$ cat src/rtl/alu_pkg.sv
// Shared ALU control codes, RV32I opcode/funct3 constants and immediate-format
// selection used by the issue decoder and its immediate generator.
package alu_pkg;

    localparam logic [3:0] ADD  = 4'b0000;
    localparam logic [3:0] SUB  = 4'b0001;
    localparam logic [3:0] SLL  = 4'b0010;
    localparam logic [3:0] SLT  = 4'b0100;
    localparam logic [3:0] MOV  = 4'b0101;
    localparam logic [3:0] SLTU = 4'b0110;
    localparam logic [3:0] EXOR = 4'b1000;
    localparam logic [3:0] SRL  = 4'b1010;
    localparam logic [3:0] SRA  = 4'b1011;
    localparam logic [3:0] ORR  = 4'b1100;
    localparam logic [3:0] AND  = 4'b1110;

    localparam logic [6:0] OPC_OP     = 7'b0110011;
    localparam logic [6:0] OPC_OP_IMM = 7'b0010011;
    localparam logic [6:0] OPC_LUI    = 7'b0110111;
    localparam logic [6:0] OPC_AUIPC  = 7'b0010111;
    localparam logic [6:0] OPC_JAL    = 7'b1101111;
    localparam logic [6:0] OPC_JALR   = 7'b1100111;
    localparam logic [6:0] OPC_LOAD   = 7'b0000011;
    localparam logic [6:0] OPC_STORE  = 7'b0100011;
    localparam logic [6:0] OPC_BRANCH = 7'b1100011;

    localparam logic [2:0] F3_BEQ  = 3'b000;
    localparam logic [2:0] F3_BNE  = 3'b001;
    localparam logic [2:0] F3_BLT  = 3'b100;
    localparam logic [2:0] F3_BGE  = 3'b101;
    localparam logic [2:0] F3_BLTU = 3'b110;
    localparam logic [2:0] F3_BGEU = 3'b111;

    typedef enum logic [2:0] {
        IMM_NONE,
        IMM_I,
        IMM_S,
        IMM_B,
        IMM_U,
        IMM_J
    } imm_fmt_e;

    function automatic imm_fmt_e imm_format(input logic [6:0] opcode);
        imm_fmt_e fmt;
        case (opcode)
            OPC_OP_IMM, OPC_JALR, OPC_LOAD: fmt = IMM_I;
            OPC_STORE:                      fmt = IMM_S;
            OPC_BRANCH:                     fmt = IMM_B;
            OPC_LUI, OPC_AUIPC:             fmt = IMM_U;
            OPC_JAL:                        fmt = IMM_J;
            default:                        fmt = IMM_NONE;
        endcase
        return fmt;
    endfunction

endpackage

$ cat src/rtl/riscv_imm_gen.sv
// Combinational RV32I immediate extraction; the format is picked from the
// opcode and the result is sign-extended from instr[31] to WIDTH.
module riscv_imm_gen
    import alu_pkg::*;
#(
    parameter int WIDTH = 32
) (
    input  logic [31:0]      instr,
    output logic [WIDTH-1:0] imm
);

    logic sign;
    assign sign = instr[31];

    always_comb begin
        imm = '0;
        case (imm_format(instr[6:0]))
            IMM_I: imm = {{(WIDTH-12){sign}}, instr[31:20]};
            IMM_S: imm = {{(WIDTH-12){sign}}, instr[31:25], instr[11:7]};
            IMM_B: imm = {{(WIDTH-12){sign}}, instr[7], instr[30:25], instr[11:8], 1'b0};
            IMM_U: imm = {{(WIDTH-31){sign}}, instr[30:12], 12'b0};
            IMM_J: imm = {{(WIDTH-20){sign}}, instr[19:12], instr[20], instr[30:21], 1'b0};
            default: imm = '0;
        endcase
    end

endmodule

$ cat src/rtl/alu_issue_decoder.sv
// Registered RV32I decode/issue stage producing ALU control, operands and immediate.
// Define ALU_ISSUE_SKID_EN for a 2-entry (output + skid) buffer; otherwise a single register.
module alu_issue_decoder
    import alu_pkg::*;
#(
    parameter int WIDTH = 32
) (
    input  logic             clk,
    input  logic             rst_n,
    input  logic             flush,
    input  logic             in_valid,
    output logic             in_ready,
    input  logic [31:0]      in_instr,
    input  logic [WIDTH-1:0] in_pc,
    input  logic [WIDTH-1:0] in_rs1,
    input  logic [WIDTH-1:0] in_rs2,
    output logic             out_valid,
    input  logic             out_ready,
    output logic [3:0]       out_control,
    output logic [WIDTH-1:0] out_a,
    output logic [WIDTH-1:0] out_b,
    output logic [WIDTH-1:0] out_imm,
    output logic [4:0]       out_rd,
    output logic [WIDTH-1:0] out_pc,
    output logic             out_illegal
);

    localparam int ENTRY_W = 1 + 4 + 5 + 4 * WIDTH;

    logic [6:0]       opcode;
    logic [4:0]       rd_field;
    logic [2:0]       f3;
    logic [6:0]       f7;
    logic             is_srai;
    logic [WIDTH-1:0] gen_imm;

    logic [3:0]       dec_control;
    logic [WIDTH-1:0] dec_a;
    logic [WIDTH-1:0] dec_b;
    logic [WIDTH-1:0] dec_imm;
    logic [4:0]       dec_rd;
    logic             dec_illegal;
    logic [ENTRY_W-1:0] in_entry;

    logic               out_valid_reg;
    logic [ENTRY_W-1:0] out_entry_reg;

    assign opcode   = in_instr[6:0];
    assign rd_field = in_instr[11:7];
    assign f3       = in_instr[14:12];
    assign f7       = in_instr[31:25];
    assign is_srai  = (f3 == 3'b101) && (f7 == 7'b0100000);

    riscv_imm_gen #(.WIDTH(WIDTH)) u_imm_gen (
        .instr (in_instr),
        .imm   (gen_imm)
    );

    always_comb begin
        dec_control = ADD;
        dec_a       = '0;
        dec_b       = '0;
        dec_imm     = gen_imm;
        dec_rd      = rd_field;
        dec_illegal = 1'b0;
        case (opcode)
            OPC_OP: begin
                dec_a       = in_rs1;
                dec_b       = in_rs2;
                dec_control = {f3, f7[5]};
                if ((f7 != 7'b0000000 && f7 != 7'b0100000) ||
                    (f7[5] && f3 != 3'b000 && f3 != 3'b101))
                    dec_illegal = 1'b1;
            end
            OPC_OP_IMM: begin
                // imm[11:5] overlaps funct7; only SRAI may carry the bit5 code
                dec_a       = in_rs1;
                dec_b       = gen_imm;
                dec_control = {f3, is_srai};
                if ((f3 == 3'b001 && f7 != 7'b0000000) ||
                    (f3 == 3'b101 && f7 != 7'b0000000 && !is_srai))
                    dec_illegal = 1'b1;
            end
            OPC_LUI: begin
                dec_control = MOV;
                dec_b       = gen_imm;
            end
            OPC_AUIPC, OPC_JAL: begin
                dec_a = in_pc;
                dec_b = gen_imm;
            end
            OPC_JALR, OPC_LOAD: begin
                dec_a = in_rs1;
                dec_b = gen_imm;
            end
            OPC_STORE: begin
                dec_a  = in_rs1;
                dec_b  = gen_imm;
                dec_rd = 5'd0;
            end
            OPC_BRANCH: begin
                dec_a  = in_rs1;
                dec_b  = in_rs2;
                dec_rd = 5'd0;
                case (f3)
                    F3_BEQ, F3_BNE:   dec_control = SUB;
                    F3_BLT, F3_BGE:   dec_control = SLT;
                    F3_BLTU, F3_BGEU: dec_control = SLTU;
                    default:          dec_illegal = 1'b1;
                endcase
            end
            default: dec_illegal = 1'b1;
        endcase
        // Illegal entries still issue so the fault is reported, but carry no operands
        if (dec_illegal) begin
            dec_control = ADD;
            dec_a       = '0;
            dec_b       = '0;
            dec_imm     = '0;
            dec_rd      = 5'd0;
        end
    end

    assign in_entry = {dec_illegal, dec_control, dec_rd, in_pc, dec_imm, dec_a, dec_b};

`ifdef ALU_ISSUE_SKID_EN
    logic               skid_valid_reg;
    logic [ENTRY_W-1:0] skid_entry_reg;

    always_ff @(posedge clk or negedge rst_n) begin
        if (!rst_n) begin
            out_valid_reg  <= 1'b0;
            out_entry_reg  <= '0;
            skid_valid_reg <= 1'b0;
            skid_entry_reg <= '0;
        end else if (flush) begin
            out_valid_reg  <= 1'b0;
            skid_valid_reg <= 1'b0;
        end else if (!out_valid_reg || out_ready) begin
            // Output slot frees this edge: an older skid entry always goes first
            if (skid_valid_reg) begin
                out_entry_reg  <= skid_entry_reg;
                out_valid_reg  <= 1'b1;
                skid_valid_reg <= 1'b0;
            end else begin
                out_valid_reg <= in_valid;
                if (in_valid)
                    out_entry_reg <= in_entry;
            end
        end else if (in_valid && !skid_valid_reg) begin
            skid_entry_reg <= in_entry;
            skid_valid_reg <= 1'b1;
        end
    end

    assign in_ready = ~skid_valid_reg;
`else
    always_ff @(posedge clk or negedge rst_n) begin
        if (!rst_n) begin
            out_valid_reg <= 1'b0;
            out_entry_reg <= '0;
        end else if (flush) begin
            out_valid_reg <= 1'b0;
        end else if (in_ready) begin
            out_valid_reg <= in_valid;
            if (in_valid)
                out_entry_reg <= in_entry;
        end
    end

    assign in_ready = ~out_valid_reg | out_ready;
`endif

    assign out_valid = out_valid_reg;
    assign {out_illegal, out_control, out_rd, out_pc, out_imm, out_a, out_b} = out_entry_reg;

endmodule
$ cat config.mk
export PLATFORM = sky130hd
export DESIGN_NAME = alu_issue_decoder
export DESIGN_NICKNAME = d
export VERILOG_FILES = /design/src/rtl/alu_pkg.sv /design/src/rtl/riscv_imm_gen.sv /design/src/rtl/alu_issue_decoder.sv
export SDC_FILE = /design/constraint.sdc
export NUM_CORES = 1
export LEC_CHECK = 0
export CORE_ASPECT_RATIO = 1.2
export CORE_MARGIN = 3
export CORE_UTILIZATION = 40
export CTS_CLUSTER_SIZE = 14
export DETAILED_ROUTE_END_ITERATION = 12
export PLACE_DENSITY = 0.84
export SETUP_SLACK_MARGIN = 0.1
export SLEW_MARGIN = 40
export SYNTH_ARGS = -nofsm -noshare
export SYNTH_HDL_FRONTEND = slang
export SYNTH_SLANG_ARGS = --single-unit
$ cat constraint.sdc
create_clock -name clk -period 2.49 [get_ports clk]
set_clock_uncertainty 0.1 [all_clocks]
set_input_delay 0.6225 -clock clk [delete_from_list [all_inputs] [get_ports clk]]
set_output_delay 0.6225 -clock clk [all_outputs]
set_load 0.05 [all_outputs]
Word-level counts from Yosys, hierarchy flattened. Index checks and enable logic that the tools add are counted.

Flip-flop bits (word level): 139. Word-level logic and storage cells: 72. Output and inout port bits: 140.

Bitwise operators: 3. Mux-type cells: 18. Equal/unequal tests: 22. Reductions and logical operators: 27.

Operators by type and width (number): 32-bit one-hot mux with 5 select lines (1); 32-bit one-hot mux with 2 select lines (2); 32-bit two-way mux (3); 7-bit by 6-bit == test with 1-bit output, second input constant (4); 7-bit == test, second input constant (3); 3-bit == test, second input constant (6); 6-bit OR reduction (3); 4-bit one-hot mux with 4 select lines (1); 3-bit one-hot mux with 5 select lines (1); 7-bit by 5-bit == test with 1-bit output, second input constant (2); 2-bit OR reduction (7); 5-bit two-way mux (2); 3-bit one-hot mux with 3 select lines (1); 7-bit by 2-bit == test with 1-bit output, second input constant (1); 1-bit logical AND (7); 7-bit by 6-bit inequality test with 1-bit output, second input constant (1); 7-bit nonzero test (1); 7-bit OR reduction (1); 3-bit by 1-bit == test with 1-bit output, second input constant (2); 3-bit by 2-bit == test with 1-bit output, second input constant (2); 1-bit two-way mux (5); 4-bit two-way mux (1); 1-bit one-hot mux with 4 select lines (1); 3-bit zero test (1); 9 further kinds (11).

Logic depth before layout (Yosys ltp). Gate-level depths: netlist (run 1).

Word-level depth: 8. Depth in mapped cells: 8. Depth with buffers taken out: 5.

By module. From an unflattened synthesis (run 1), not the netlist that was laid out.

Cells, all modules: 560. Area total of the unflattened synthesis: 6526.3 um^2.

By module, submodules not included: alu_issue_decoder (cells each 484, instances 1, area each 6035.8 um^2); riscv_imm_gen (cells each 76, instances 1, area each 490.5 um^2).

Least setup slack after synthesis (run 1). OpenSTA, ideal clock, no wires.

Path type: input-to-reg. Start point: input port out_ready. End point: register out_entry_reg[12]. Setup time: 0.074 ns. Stages on the path: 6. Required time: 2.316 ns. Arrival: 2.468 ns. Slack: -0.152 ns. Cell sequence: nand2b_1 nand2_1 a211o_4 or4_4 buf_6 o21ai_2.

Longest elaborated chain between the ends: 2.

RTL lines: start: declaration (RTL line alu_issue_decoder.sv:18) `input logic out_ready,`; 1-bit OR (RTL line alu_issue_decoder.sv:171) `assign in_ready = ~out_valid_reg | out_ready;`; 3-bit AND reduction (no source line); end signal: assignment (RTL line alu_issue_decoder.sv:167) `out_entry_reg <= in_entry;`; end: declaration (RTL line alu_issue_decoder.sv:46) `logic [ENTRY_W-1:0] out_entry_reg;`.

No other way between the ends. A chain may end at the register's enable or synchronous reset.

Worst setup path in the final report (run 1).
Start point: input port in_instr[27]. End point: register out_entry_reg[10].

Longest elaborated chain between the ends: 8.

RTL lines: start: declaration (RTL line alu_issue_decoder.sv:13) `input logic [31:0] in_instr,`; 7-bit by 6-bit == test with 1-bit output (RTL line alu_issue_decoder.sv:52) `assign is_srai = (f3 == 3'b101) && (f7 == 7'b0100000);`; 1-bit logical AND (RTL line alu_issue_decoder.sv:52); 1-bit zero test (RTL line alu_issue_decoder.sv:81) `(f3 == 3'b101 && f7 != 7'b0000000 && !is_srai))`; 1-bit logical AND (RTL line alu_issue_decoder.sv:81); 1-bit logical OR (RTL line alu_issue_decoder.sv:80) `if ((f3 == 3'b001 && f7 != 7'b0000000) ||`; 1-bit two-way mux (RTL line alu_issue_decoder.sv:80); 1-bit one-hot mux with 4 select lines * (RTL line alu_issue_decoder.sv:66) `case (opcode)`; 32-bit two-way mux * (RTL line alu_issue_decoder.sv:115) `if (dec_illegal) begin`.

Every way passes the cells marked *; elsewhere a longest branch is shown, timed or not.

==> results of run 1 <==
## final timing paths
| kind | from | endpoint | slack (ns) | cells past startpoint |
|---|---|---|---|---|
| hold / removal | rst_n | out_entry_reg[107] | 0.04 | 1 |
| max in group asynchronous | rst_n | out_entry_reg[66] | 1.61 | 2 |
| setup reg to reg | out_valid | out_entry_reg[2] | 0.58 | 6 |
| hold reg to reg | out_entry_reg[114] | out_entry_reg[114] | 0.37 | 2 |
| setup / recovery | in_instr[27] | out_entry_reg[10] | 0.12 | 8 |
| min in group clk | out_entry_reg[114] | out_entry_reg[114] | 0.37 | 2 |
## timing repair
action	CTS	global route
resized for setup	15	23
setup endpoints to repair	98	108
hold buffers	0	0
cloned	0	1
setup buffers	4	3
pin swaps	7	5
hold endpoints to repair	0	0
## cell families after synthesis
| logic type | count (synthesis) | share of synthesized area |
|---|---|---|
| xor gates and xnor gates | 1 | 0.00137 |
| buffers and inverters | 52 | 0.0334 |
| and+or+nand+nor | 240 | 0.178 |
| DFF | 139 | 0.543 |
| muxes | 2 | 0.00313 |
| AOI/OAI and AO/OA | 192 | 0.241 |
## layer usage
layer | part of all wire | GRT usage | vias up
met4 | 0.040 | 0.124 | 4
met3 | 0.080 | 0.0743 | 68
li1 | - | - | 2947
met2 | 0.50 | 0.451 | 325
met5 | 0.0013 | 0 | -
met1 | 0.38 | 0.309 | 3177
## worst max-delay path: cells and delay by family
family,cells,cell delay [ns]
buf+inv,3,0.82
simple gates,2,0.35
compound gates,3,0.82
## through the flow
stage | total power (uW) | hold slack [ns] | setup slack, ns | util | TNS (ns)
finish | 6390 | 0.0420 | 0.124 | 0.686 | 0
global route | 6600 | 0.0689 | 0.0657 | 0.686 | 0
global placement | 3760 | 0.357 | -0.608 | 0.637 | -38.60
floorplan | 3100 | 0.227 | 0.0581 | - | 0
detailed placement | 3780 | 0.362 | -0.692 | 0.637 | -46.47
CTS | 6420 | 0.0604 | 0.104 | 0.679 | 0
## synth_stat cells, types with 8 or more instances
| library cell | n |
|---|---|
| nand2_1 | 141 |
| dfrtp_1 | 139 |
| o21ai_0 | 40 |
| and2_1 | 35 |
| clkbuf_1 | 35 |
| a21o_1 | 34 |
| a221o_1 | 31 |
| a32o_1 | 23 |
| nor2_1 | 20 |
| a21oi_1 | 13 |
| a41oi_1 | 10 |
| buf_2 | 9 |
| a22o_1 | 8 |
| o21ai_2 | 8 |
## report_power, final
| part | switching (uW) | internal (uW) | total, uW |
|---|---|---|---|
| registers | 61.2 | 2370 | 2430 |
| logic | 785 | 536 | 1320 |
| clock network | 955 | 1680 | 2630 |
| total | 1800 | 4580 | 6390 |
## layout make-up
class / instances / share of cell area
diodes: 2 / 0.000466
inverters: 4 / 0.00140
clock buffers: 21 / 0.0410
repair buffers: 365 / 0.331
flip-flops and latches: 139 / 0.324
clock inverters: 11 / 0.0159
well taps: 208 / 0.0242
multi-input cells: 435 / 0.262
## layout by cell type, fill, tap and decap left out, drive strengths merged, types with 3 or more instances in the layout
cell / count
and2: 35
a41oi: 10
a21oi: 13
a32o: 23
nor2: 21
and3: 6
o21ai: 49
nor2b: 4
dlymetal6s2s: 8
clkinv: 7
inv: 4
a22o: 8
dlygate4sd2: 7
a211oi: 3
a21o: 34
dfrtp: 139
buf: 94
nand4: 3
nand3: 6
nor3: 6
clkdlybuf4s50: 255
nand2b: 5
and3b: 3
a221o: 31
nand2: 141
bufinv: 4
clkbuf: 21
==> flow_summary_export.csv, run 1 <==
group,metric,value,unit
power_and_ir_drop,powerDensity,595,nW/um2
floorplan,rows,50,
cts,clk_pin_slew_worst_paths,0.06,ns
cts,cts.sinks,139,
floorplan,core_area,15600,um2
worst_setup_path,arrival,2.62,ns
cts,numCtsBuffers,17,
synth,yosys.area.top_type_share,0.543,
layout,final_cells,1185,
placement,port-buffer-count,272,
synth,syn-instance-count,626,
global_routing,grt_max_degree,73,
placement,place_area,9960,um2
power_and_ir_drop,ir_worst_vdd,344,uV
synth,synth_nets,759,
layout,fillers,1193,
floorplan,die_h,145,um
synth,synth_ff_type,"dfrtp_1",
worst_setup_path,endpoint_kind,"flop",
outcome,status,"completed",
worst_setup_path,path_max_fanout,6,
sta,slew_violations,0,
cts,cts_root_buffer,"clkbuf_16",
global_routing,grt_pass1_wl,35.8,mm
floorplan,die_w,122,um
synth,synthArstFlopShare,1.00,
layout,final_area,10700,um2
floorplan,die_area,17600,um2
placement,dp_hpwl,17.5,mm
sta,tightest_slew,0.562,ns
global_routing,overflow,0,
drt,first_pass_iters,5,
sta,fmaxAchievable,423,MHz
global_routing,grtUsageTotal,0.265,
layout,multiInputGateArea,2810,um2
sta,period_minus_slack,2.37,ns
worst_setup_path,crit_type,"in2reg",
cts,cts_tree,"built",
synth,ys_ff_latch,139,
power_and_ir_drop,cellLeakagePower,0.00512,uW
worst_setup_path,cpMostUsedCell,"buf_4",
sta,period_share,0.950,
synth,yosys_warnings,0,
drt,dr_total_vias,6521,
synth,synth.distinct_cells,55,
hold_path,min_path_type,"in2async",
drt,drt.antenna.violating_nets,0,
floorplan,initial_utilization,0.410,
worst_setup_path,critPathLaunchType,"input port",
layout,layout.nets,1095,
cts,clock_path_buffers,2,
placement,dp_cells,1143,
sta,hold_viol,0,
worst_setup_path,cp_cell_sequence,"clkdlybuf4s50_1 > nor2_2 > nand3_4 > o2111a_2 > buf_4 > a2111oi_4 > buf_4 > a221o_1",
layout,seqCellArea,3480,um2
drt,vias_per_cell,5.50,
synth,avgSynthCellArea,10.2,um2
sta,rsz0062_at_grt,"yes",
cts,cts_htree_levels,4,
worst_setup_path,cp_slowest_cell,"clkdlybuf4s50_1",
sta,setup_viol,0,
synth,synth_edf_count,0,
floorplan,io_pins,273,
placement,gp_congestion,0.932,
global_routing,grt_pass1_vias,6464,
worst_setup_path,cp.required,2.74,ns
layout,drive_gt1_frac,0.166,
drt,wl_per_cell,20.1,um
synth,synth.yosys.seq_area_share,0.543,
drt,drtIter0Drc,532,
worst_setup_path,max_stage_delay,0.45,ns
synth,syn_area,6410,um2
cts,clk-insertion-delay-late,0.41,ns
layout,largest_reg_flops,138,
global_routing,antenna_found_initial,4,
drt,remaining_drc_errors,0,
synth,yosys-top-cells-area,"dfrtp_1 54%, nand2_1 8.3%, a221o_1 4.8%",
sta,relSlewSlack,0.624,
run,maxCapViolCount,0,
synth,yosysTopAreaCell,"dfrtp_1",
drt,routed_wl,23.8,mm
layout,synthToLayoutAreaGrowth,67.6,%
No activity file was read; power rests on OpenSTA's default activity.
==> inputs of run 2 (changes only) <==
--- a/config.mk
+++ b/config.mk
@@ -5,12 +5,13 @@
 export SDC_FILE = /design/constraint.sdc
 export NUM_CORES = 1
 export LEC_CHECK = 0
+export ABC_AREA = 1
 export CORE_ASPECT_RATIO = 1.2
 export CORE_MARGIN = 3
 export CORE_UTILIZATION = 40
 export CTS_CLUSTER_SIZE = 14
 export DETAILED_ROUTE_END_ITERATION = 12
-export PLACE_DENSITY = 0.84
+export PLACE_DENSITY = 0.74
 export SETUP_SLACK_MARGIN = 0.1
 export SLEW_MARGIN = 40
 export SYNTH_ARGS = -nofsm -noshare
==> run 2 against run 1 <==
Against the previous run: count of clock-buffer cells in the layout shrank 2; total power fell by 5.3%; combinational power fell by 11%; sequential power is essentially flat; critical path depth fell by 7; cell area increased by 4.6%; sequential share of layout area is 1.4 points lower; synthesized area is 10% higher; critical endpoint is now out_imm[26].
==> flow_summary_export.csv, run 2 <==
group,metric,value,unit
synth,yosys.area.top_type_share,0.492,
worst_setup_path,r2r_slack,0.90,ns
synth,syn-instance-count,998,
power_and_ir_drop,switching_share,0.296,
floorplan,io_pins,273,
synth,synth.distinct_cells,28,
outcome,status,"completed",
global_routing,grt_pass1_vias,7466,
cts,cts.sinks,139,
power_and_ir_drop,ir_worst_vdd,413,uV
worst_setup_path,reg2reg_depth,8,
cts,clk-insertion-delay-late,0.43,ns
cts,cts_tree,"built",
placement,port-buffer-count,272,
synth,yosys-top-cells-area,"dfrtp_1 49%, nand2_1 30%, nand3_1 9.8%",
layout,synthToLayoutAreaGrowth,59.0,%
global_routing,grtUsageTotal,0.254,
global_routing,overflow,0,
floorplan,core_area,17100,um2
layout,diodes,0,
drt,drt.antenna.violating_nets,0,
synth,yosysMostFrequentCell,"nand2_1",
synth,synth_nets,1131,
cts,cts_htree_levels,4,
sta,fin_ws,0.129,ns
synth,synthArstFlopShare,1.00,
sta,hold_slack,0.00298,ns
synth,ys_ff_latch,139,
worst_setup_path,critPathTopFamily,"buffers and inverters",
drt,routed_wl,25.1,mm
placement,dp_hpwl,18.2,mm
worst_setup_path,max_stage_delay,0.84,ns
worst_setup_path,cp_slowest_cell,"clkdlybuf4s50_1",
sta,tightest_slew,0.569,ns
synth,synth.yosys.seq_area_share,0.492,
synth,avgSynthCellArea,7.08,um2
layout,layout.nets,1447,
power_and_ir_drop,cellLeakagePower,0.00614,uW
worst_setup_path,path_buf_inv,1,
synth,synth_edf_count,0,
layout,drive_gt1_frac,0.109,
drt,wl_per_cell,16.3,um
sta,period_minus_slack,2.36,ns
floorplan,die_w,127,um
drt,dr_total_vias,7715,
hold_path,min_path_type,"in2async",
drt,vias_per_cell,5.00,
worst_setup_path,r2r-end,"out_entry_reg[45]",
cts,clock_path_buffers,2,
layout,postLayoutCoreUtil,0.656,
sta,hold_viol,0,
cts,clk_pin_slew_worst_paths,0.06,ns
floorplan,die_h,152,um
synth,yosysTopAreaCell,"dfrtp_1",
sta,relSlewSlack,0.620,
drt,remaining_drc_errors,0,
worst_setup_path,cp.required,1.77,ns
worst_setup_path,cp_cell_sequence,"clkdlybuf4s50_1",
cts,numCtsBuffers,17,
cts,cts_root_buffer,"clkbuf_16",
sta,fmaxAchievable,424,MHz
sta,slew_violations,0,
run,maxCapViolCount,0,
drt,first_pass_iters,6,
layout,largest_reg_flops,138,
power_and_ir_drop,power_frac_comb,0.195,
sta,setup_viol,0,
worst_setup_path,arrival,1.64,ns
worst_setup_path,r2r_start,"out_valid",
synth,yosys_warnings,0,
synth,synth_ff_type,"dfrtp_1",
global_routing,grt_max_degree,74,
power_and_ir_drop,power_frac_seq,0.397,
sta,rsz0062_at_grt,"no",
power_and_ir_drop,clock_power_share,0.407,
sta,period_share,0.948,
power_and_ir_drop,powerDensity,538,nW/um2
layout,layout_commonest_cell,"nand2_1",
worst_setup_path,crit_type,"reg2out",
layout,most-common-layout-cells,"561 x nand2_1, 250 x clkdlybuf4s50_1, 139 x dfrtp_1",
power_and_ir_drop,p_switching,1790,uW
worst_setup_path,endpoint_kind,"primary output",
synth,yosys-top-cells-count,"565 x nand2_1, 139 x dfrtp_1, 138 x nand3_1, 33 x clkbuf_1, 27 x nor2_1",
floorplan,die_area,19300,um2
drt,drtIter0Drc,431,
synth,syn_area,7060,um2
placement,gp_congestion,0.912,
floorplan,initial_utilization,0.413,
power_and_ir_drop,p_int,4250,uW
global_routing,grt_pass1_wl,38.5,mm
global_routing,antenna_found_initial,0,
placement,pre_cts_slack,-0.280,ns
worst_setup_path,path_max_fanout,2,
worst_setup_path,critPathLaunchType,"flop",
floorplan,rows,52,
## run 2: area by class of cell
cell class	count	area (um2)
clock inverters	13	116
fillers	1496	5880
flip-flops and latches	139	3480
inverters	27	104
well taps	216	270
multi-input cells	772	3220
repair buffers	357	3590
clock buffers	19	453
## run 2: power by group through the flow
stage          logic [uW]  clock network (uW)  registers (uW)
2_1_floorplan         242                   0            2750
3_3_place_gp         1170                   0            2440
3_5_place_dp         1170                   0            2440
4_1_cts              1180                2490            2400
5_1_grt              1250                2600            2410
6_report             1180                2460            2400
## run 2: metal layers
layer	up-vias	part of all wire	track usage
li1	3752	-	-
met1	3581	0.38	0.297
met2	340	0.50	0.439
met3	42	0.094	0.0849
met4	0	0.022	0.0832
met5	-	0	0
## run 2: how the worst max path moves through the flow
stage,start,to,cells after the start
after floorplan,out_valid,out_entry_reg[0],9
after global placement,in_instr[6],out_entry_reg[28],12
after detailed placement,in_instr[5],out_entry_reg[3],11
after CTS,out_entry_reg[54],out_a[22],1
after global routing,in_instr[1],out_entry_reg[90],13
final,out_entry_reg[90],out_imm[26],1
## run 2: cells by family after synthesis
group	after synthesis	share of synthesized area
and+or+nand+nor	753	0.437
DFF	139	0.492
buffers and inverters	87	0.0554
AOI/OAI and AO/OA	19	0.0152
## run 2: stage by stage
stage          cells  power [uW]  setup TNS [ns]  cell area, um2
6_report        1543        6040               0           11200
5_1_grt         1543        6260               0           11200
4_1_cts         1539        6070               0           11100
3_5_place_dp    1507        3610          -25.58           10600
3_3_place_gp    1507        3610          -22.44           10600
2_1_floorplan    998        2990               0            7060
## run 2: repair_timing
action | in CTS | in global routing
gates resized for setup | 2 | 20
pin swaps | 0 | 3
hold buffers | 0 | 0
buffers inserted | 0 | 3
setup endpoints to repair | 2 | 115
gates cloned | 0 | 1
==> inputs of run 3 (changes only) <==
--- a/config.mk
+++ b/config.mk
@@ -6,6 +6,7 @@
 export NUM_CORES = 1
 export LEC_CHECK = 0
 export ABC_AREA = 1
+export CAP_MARGIN = 5
 export CORE_ASPECT_RATIO = 1.2
 export CORE_MARGIN = 3
 export CORE_UTILIZATION = 40
==> results of run 3 <==
The final DEF is identical to that of run 2; final timing and power are the same.
